**src/rtl/prog_loader.sv**
```systemverilog
// Program loader: copies a stream of up to 32 bytes into main store through the MAR/bus path,
// holding the core in reset meanwhile. Optional readback check is enabled by LOADER_VERIFY_EN.
module prog_loader (
    input  logic       i_clk,
    input  logic       i_rst,
    input  logic       i_start,
    input  logic [5:0] i_len,
    input  logic       i_in_valid,
    input  logic [7:0] i_in_data,
    output logic       o_in_ready,
    output logic [7:0] o_bus_out,
    output logic       o_e_load,
    output logic       o_we_mar,
    output logic       o_write,
    output logic       o_read,
    input  logic [7:0] i_ms_in,
    output logic       o_core_hold,
    output logic       o_done,
    output logic       o_err
);

    typedef enum logic [2:0] {
        S_IDLE,
        S_WAIT,
        S_ADDR,
        S_DATA,
`ifdef LOADER_VERIFY_EN
        S_VRD,
        S_VCHK,
`endif
        S_FIN
    } state_t;

    state_t      r_state;
    logic [4:0]  r_addr;
    logic [5:0]  r_count;
    logic [5:0]  r_len;
    logic [7:0]  r_byte;
    logic        r_in_ready;
    logic [7:0]  r_bus_out;
    logic        r_e_load;
    logic        r_we_mar;
    logic        r_write;
    logic        r_core_hold;
    logic        r_done;
    logic        w_last;

`ifdef LOADER_VERIFY_EN
    logic        r_read;
    logic        r_err;
`else
    logic        w_ms_in_unused;
    assign w_ms_in_unused = ^i_ms_in;
`endif

    // True when the byte currently being finished is the last one of the session.
    assign w_last = ((r_count + 6'd1) == r_len);

    // Outputs are registered: each transition loads the strobes that belong to the state being entered.
    always_ff @(posedge i_clk) begin
        if (i_rst) begin
            r_state     <= S_IDLE;
            r_addr      <= 5'd0;
            r_count     <= 6'd0;
            r_len       <= 6'd0;
            r_byte      <= 8'd0;
            r_in_ready  <= 1'b0;
            r_bus_out   <= 8'd0;
            r_e_load    <= 1'b0;
            r_we_mar    <= 1'b0;
            r_write     <= 1'b0;
            r_core_hold <= 1'b0;
            r_done      <= 1'b0;
`ifdef LOADER_VERIFY_EN
            r_read      <= 1'b0;
            r_err       <= 1'b0;
`endif
        end else begin
            r_in_ready  <= 1'b0;
            r_bus_out   <= 8'd0;
            r_e_load    <= 1'b0;
            r_we_mar    <= 1'b0;
            r_write     <= 1'b0;
            r_core_hold <= 1'b1;
            r_done      <= 1'b0;
`ifdef LOADER_VERIFY_EN
            r_read      <= 1'b0;
`endif
            case (r_state)
                S_IDLE: begin
                    if (i_start) begin
                        r_len      <= (i_len == 6'd0) ? 6'd32 : i_len;
                        r_addr     <= 5'd0;
                        r_count    <= 6'd0;
`ifdef LOADER_VERIFY_EN
                        r_err      <= 1'b0;
`endif
                        r_in_ready <= 1'b1;
                        r_state    <= S_WAIT;
                    end else begin
                        r_core_hold <= 1'b0;
                    end
                end
                S_WAIT: begin
                    if (i_in_valid && r_in_ready) begin
                        r_byte    <= i_in_data;
                        r_e_load  <= 1'b1;
                        r_we_mar  <= 1'b1;
                        r_bus_out <= {3'b000, r_addr};
                        r_state   <= S_ADDR;
                    end else begin
                        r_in_ready <= 1'b1;
                    end
                end
                S_ADDR: begin
                    r_e_load  <= 1'b1;
                    r_write   <= 1'b1;
                    r_bus_out <= r_byte;
                    r_state   <= S_DATA;
                end
`ifdef LOADER_VERIFY_EN
                S_DATA: begin
                    r_read  <= 1'b1;
                    r_state <= S_VRD;
                end
                S_VRD: begin
                    r_state <= S_VCHK;
                end
                S_VCHK: begin
                    if (i_ms_in != r_byte) begin
                        r_err <= 1'b1;
                    end
                    r_addr  <= r_addr + 5'd1;
                    r_count <= r_count + 6'd1;
                    if (w_last) begin
                        r_done  <= 1'b1;
                        r_state <= S_FIN;
                    end else begin
                        r_in_ready <= 1'b1;
                        r_state    <= S_WAIT;
                    end
                end
`else
                S_DATA: begin
                    r_addr  <= r_addr + 5'd1;
                    r_count <= r_count + 6'd1;
                    if (w_last) begin
                        r_done  <= 1'b1;
                        r_state <= S_FIN;
                    end else begin
                        r_in_ready <= 1'b1;
                        r_state    <= S_WAIT;
                    end
                end
`endif
                S_FIN: begin
                    r_core_hold <= 1'b0;
                    r_state     <= S_IDLE;
                end
                default: begin
                    r_core_hold <= 1'b0;
                    r_state     <= S_IDLE;
                end
            endcase
        end
    end

    assign o_in_ready  = r_in_ready;
    assign o_bus_out   = r_bus_out;
    assign o_e_load    = r_e_load;
    assign o_we_mar    = r_we_mar;
    assign o_write     = r_write;
    assign o_core_hold = r_core_hold;
    assign o_done      = r_done;
`ifdef LOADER_VERIFY_EN
    assign o_read      = r_read;
    assign o_err       = r_err;
`else
    assign o_read      = 1'b0;
    assign o_err       = 1'b0;
`endif

endmodule

```
**config.mk**
```make
export PLATFORM = sky130hd
export DESIGN_NAME = prog_loader
export DESIGN_NICKNAME = d
export VERILOG_FILES = /design/src/rtl/prog_loader.sv
export SDC_FILE = /design/constraint.sdc
export NUM_CORES = 1
export LEC_CHECK = 0
export BUFFER_PORTS_ARGS = -buffer_cell sky130_fd_sc_hd__buf_2
export CAP_MARGIN = 20
export CORE_ASPECT_RATIO = 1.25
export CORE_MARGIN = 5
export CORE_UTILIZATION = 44
export DETAILED_ROUTE_END_ITERATION = 6
export PLACE_DENSITY = 0.77
export SLEW_MARGIN = 30
export SYNTH_ARGS = -nofsm -noshare
export SYNTH_HDL_FRONTEND = slang
export SYNTH_SLANG_ARGS = --single-unit
```
**constraint.sdc**
```tcl
create_clock -name i_clk -period 1.63 [get_ports i_clk]
set_input_delay 0.2445 -clock i_clk [delete_from_list [all_inputs] [get_ports i_clk]]
set_output_delay 0.2445 -clock i_clk [all_outputs]
set_load 0.01 [all_outputs]
```
==> flow_summary.toml, run 1 <==
[timing]
finalMaxSlewViolations = 0
fin_ws_ps = 15.17
fin_crit_sh = 0.9907
finalHoldViolCount = 0
rsz0062_at_grt = "true"
hold-worst-slack_ps = 173.5
layout_min_cycle_time_ps = 1615
skew_ps = 6.745
fmax_mhz = 619.3
setup_viol = 0

[floorplan]
dieArea_mm2 = 0.005258
die_y_um = 79.84
rows = 25
core_area_mm2 = 0.003785
die_width_um = 65.87
initial_core_util = 0.4536
io-pin-count = 42

[layout]
drive_gt1_frac = 0.2773
diodes = 0
area_growth_pct = 25.80
layout_commonest_cell = "dfxtp_1"
mostFrequentLayoutCells = "dfxtp_1 (40), buf_2 (31), nor2_1 (27), a21oi_1 (22), nand2_1 (20)"
finish.utilization = 0.5706
nets = 265

[synthesis]
synth-seq-cells = 42
synthFlopType = "dfxtp_1"
synth_area_leaders = "dfxtp_1 (49%), a21oi_1 (6.4%), nor2_1 (5.9%)"
synth_top_area_share = 0.4898
yosysWarnings = 0
postSynthAreaPerCell_um2 = 8.895
synth-edff-count = 0
ys_seq_area_frac = 0.4898
synth_cell_types = 35
synthesis.area_mm2 = 0.001717
synth_cells = 193
yosysTopAreaCell = "dfxtp_1"
ys_async_sr_fraction = 0

[place]
pre_cts_slack_ps = -71.86
gp_congestion = 0.8376
portBuffers = 31
dp_hpwl_mm = 2.646

[route]
routed_via_density = 5.075
wl_mm = 3.701
routedWlPerCell_um = 12.67
ant_nets = 0
drt_iter0_drc = 65
drc_errors = 0
first_pass_iters = 4
vias = 1482

[worst_setup_path]
cp_max_fo = 4
reg2reg_slack_ps = 20
path_class = "reg2reg"
crit_path_max_incr_delay_ps = 380
cp.required_ps = 1870
crit_path_start = "r_count[1]"
end_kind = "flop"
critical_path_arrival_ps = 1860
cp-start-kind = "flop"
path_cells = "ha_4 > nand3_1 > or3_4 > a2111oi_4 > and3_1"
slowest_stage = "a2111oi_4"
r2r-start = "r_count[1]"

[global_route]
grt_pass1_vias = 1432
met3_usage = 0.03521
track_usage = 0.1457
grt_pass1_wl_mm = 6.037
grt_busiest_layer = "met2"
use_met2 = 0.2738
grt_max_degree = 30
grt_overflow = 0
antenna_found_initial = 0
met1_usage = 0.1541

[flow_run]
cap_violations = 0

[clock_tree]
cts_tree = "done"
htree_levels = 2
clockBufferDepth = 2
cts_root_buffer = "clkbuf_8"
path_clk_slew_ps = 90
cts_made_buffers = 5
insertion_delay_ps = 300
cts.sinks = 42

[pwr]
power_per_cell_area_mw_per_mm2 = 956.1
peakVddDrop_v = 0.0004480
p_leak_nw = 0.9065

[worst_hold_path]
min-delay-start = "i_in_data[3]"
hp-class = "in2reg"

[status]
status = "complete, no violations"
## kinds of logic (layout without fill, tap and decap cells)
logic type               Yosys count  in the layout  share of synthesized area
AND/OR/NAND/NOR                   78             78                     0.2267
AO/OA/AOI/OAI                     43             43                     0.1545
flip-flops                        42             42                     0.4898
buffers and inverters             13             57                    0.03717
XOR/XNOR                           9              9                    0.04592
multiplexers                       5              5                    0.02916
adder cells (fa/ha/maj)            2              2                    0.01457
other                              1              2                   0.002184
## layout make-up
| type | count | area, um2 |
|---|---|---|
| Fill cell | 349 | 1625 |
| Multi-Input combinational cell | 139 | 868.3 |
| Sequential cell | 42 | 843.3 |
| Timing Repair Buffer | 47 | 279.0 |
| Clock buffer | 5 | 68.82 |
| Tap cell | 54 | 67.56 |
| Clock inverter | 3 | 25.02 |
| Inverter | 2 | 7.507 |
## per-layer routing
metal,routed length (um),share of wire,up-vias
met2,1935,0.52,27
met1,1563,0.42,698
li1,-,-,751
met3,153,0.041,6
met4,48,0.013,0
met5,0,0,-
## report_power, final
part	internal [mW]	switching [mW]
registers	1.07	0.0393
clock network	0.309	0.381
logic	0.124	0.145
## critical path, delay by kind of cell (launching register included)
kind / cells / cell delay (ps)
fa+ha+maj: 1 / 160
flops: 1 / 360
compound gates: 1 / 380
simple gates: 3 / 660
## flip-flops by register name, indices dropped and copies added (netlist names), 3 cells and up
signal,cells
o_bus_out,8
r_addr,5
r_byte,8
r_count,6
r_len,6
r_state,3
## Yosys cell counts, types with 4 or more instances
master	n
dfxtp_1	42
and2_1	6
a22oi_1	7
nor2_1	27
nand2_1	20
clkbuf_1	4
a21oi_1	22
nand3_1	7
mux2i_1	5
xnor2_1	5
o21ai_0	5
xor2_1	4
or3_1	4
nand3b_1	5
## worst paths after layout
kind / to / cells past startpoint
max: o_done / 5
min: r_byte[3] / 3
max reg2reg: o_done / 5
min reg2reg: r_byte[7] / 2
## per-stage QoR
step                power (mW)  std cells  TNS, ps  instance area, um2
floorplan                1.301        194        0                1747
global placement         1.388        283   -67.68                2026
detailed placement       1.395        283   -226.4                2026
CTS                      2.077        291        0                2136
global route             2.150        292   -88.87                2160
finish                   2.065        292        0                2160
## repair_timing
action                     in CTS  in global routing
hold buffers                    0                  0
setup endpoints to repair       4                  3
gates resized for setup         5                  3
pin swaps                       2                  3
setup buffers                   0                  1
No activity file was read; power rests on OpenSTA's default activity.
==> run 2, diff against run 1 <==
--- a/config.mk
+++ b/config.mk
@@ -12,6 +12,7 @@
 export CORE_UTILIZATION = 44
 export DETAILED_ROUTE_END_ITERATION = 6
 export PLACE_DENSITY = 0.77
+export REMOVE_ABC_BUFFERS = 1
 export SLEW_MARGIN = 30
 export SYNTH_ARGS = -nofsm -noshare
 export SYNTH_HDL_FRONTEND = slang
==> flow_summary.toml, run 2 (synthesis gave the netlist of run 1 again) <==
[status]
status = "finished, violations left"
violations = "setup timing"

[clock_tree]
clockBufferDepth = 2
cts_root_buffer = "clkbuf_8"
insertion_delay_ps = 290
path_clk_slew_ps = 80
htree_levels = 2
cts_tree = "done"
cts.sinks = 42
cts_made_buffers = 5

[floorplan]
initial_core_util = 0.4536
die_y_um = 79.84
io-pin-count = 42
die_width_um = 65.87
rows = 25
core_area_mm2 = 0.003785
dieArea_mm2 = 0.005258

[pwr]
totalPowerFinal_mw = 2.334
p_leak_nw = 0.9379
p_comb_frac = 0.113
power_per_cell_area_mw_per_mm2 = 1058
swShare = 0.2294
intPower_mw = 1.798
peakVddDrop_v = 0.0006585
p_sw_uw = 535.4
clock_power_share = 0.415
p_seq_frac = 0.472

[place]
dp_hpwl_mm = 2.573
gp_congestion = 0.8127
dp.cells = 284
post_dp_cell_area_mm2 = 0.002007
portBuffers = 31
pre_cts_slack_ps = -59.17

[layout]
stdcell_area_mm2 = 0.002206
diodes = 0
layout_commonest_cell = "dfxtp_1"
drive_gt1_frac = 0.2792
nets = 267
fillCellCount = 361
mostFrequentLayoutCells = "dfxtp_1 (40), buf_2 (31), nor2_1 (27), a21oi_1 (22), nand2_1 (20)"
area_growth_pct = 28.50
finalNonFillerCells = 294
finish.utilization = 0.5828

[timing]
layout_min_cycle_time_ps = 1651
fin_crit_sh = 1.013
fmax_mhz = 605.9
skew_ps = 3.731
finalMaxSlewViolations = 0
fin_setup_tns_ps = -38.36
fin_ws_ps = -20.52
hold-worst-slack_ps = 183.9
setup_viol = 2
rsz0062_at_grt = "true"
finalHoldViolCount = 0

[worst_setup_path]
cp-start-kind = "flop"
path_cells = "ha_4 > nand3_2 > or3_4 > a2111oi_4 > buf_4 > and3_1"
cp_top_family = "simple AND/OR/NAND/NOR gates"
critPathBufInv = 1
critical_path_arrival_ps = 1890
end_kind = "flop"
path_class = "reg2reg"
slowest_stage = "dfxtp_2"
crit_path_max_incr_delay_ps = 360
cp_max_fo = 4
cp.required_ps = 1870

[route]
wl_mm = 3.588
first_pass_iters = 4
wirelength_met1_mm = 1.472
routedWlPerCell_um = 12.20
routed-wl-met3_um = 187
ant_nets = 0
drt_iter0_drc = 63
drc_errors = 0
vias = 1473
wl_met2_mm = 1.848
routed_via_density = 5.010
top_layer_used = "met4"

[global_route]
grt_overflow = 0
antenna_found_initial = 0
grt_pass1_vias = 1430
grt_pass1_wl_mm = 6.030
grt_max_degree = 30
track_usage = 0.1477

[flow_run]
cap_violations = 0

[worst_hold_path]
hp-class = "in2reg"
[run 2: path summary, 6_finish.rpt]
path / from / end / slack (ps) / depth (start not counted)
hold / removal: i_in_data[7] / r_byte[7] / 180 / 3
hold reg to reg: r_byte[7] / r_byte[7] / 450 / 2
setup / recovery: r_count[1] / o_done / -20 / 6
setup reg to reg: r_count[1] / o_done / -20 / 6
[run 2: area by class of cell]
class | instances | area, um2 | area share
Timing Repair Buffer | 49 | 294.0 | 0.1333
Sequential cell | 42 | 843.3 | 0.3823
Clock inverter | 3 | 68.82 | 0.03120
Tap cell | 54 | 67.56 | 0.03063
Inverter | 2 | 7.507 | 0.003403
Clock buffer | 5 | 68.82 | 0.03120
Multi-Input combinational cell | 139 | 855.8 | 0.3880
[run 2: layer usage]
layer / GRT usage / vias up
li1: - / 752
met1: 0.1471 / 680
met2: 0.2718 / 32
met3: 0.04507 / 9
met4: 0.07054 / 0
met5: 0 / -
[run 2: tightest hold or removal path: cells and delay by family]
family | cells | cell delay [ps]
AOI/OAI and AO/OA | 1 | 50
buffers and inverters | 1 | 100
and+or+nand+nor | 1 | 50
[run 2: power by group through the flow]
stage,Clock [mW],Sequential [mW],Combinational [mW]
after floorplan,0,1.13,0.142
after global placement,0,1.12,0.254
after detailed placement,0,1.12,0.259
after CTS,0.999,1.10,0.260
after global routing,1.04,1.11,0.295
final,0.970,1.10,0.263
[run 2: what timing repair did]
| action | in CTS | in global routing |
|---|---|---|
| hold buffers | 0 | 0 |
| endpoints found under the setup margin | 4 | 4 |
| cloned | 0 | 0 |
| gates resized for setup | 7 | 3 |
| buffers inserted | 1 | 1 |
| pin swaps | 3 | 1 |
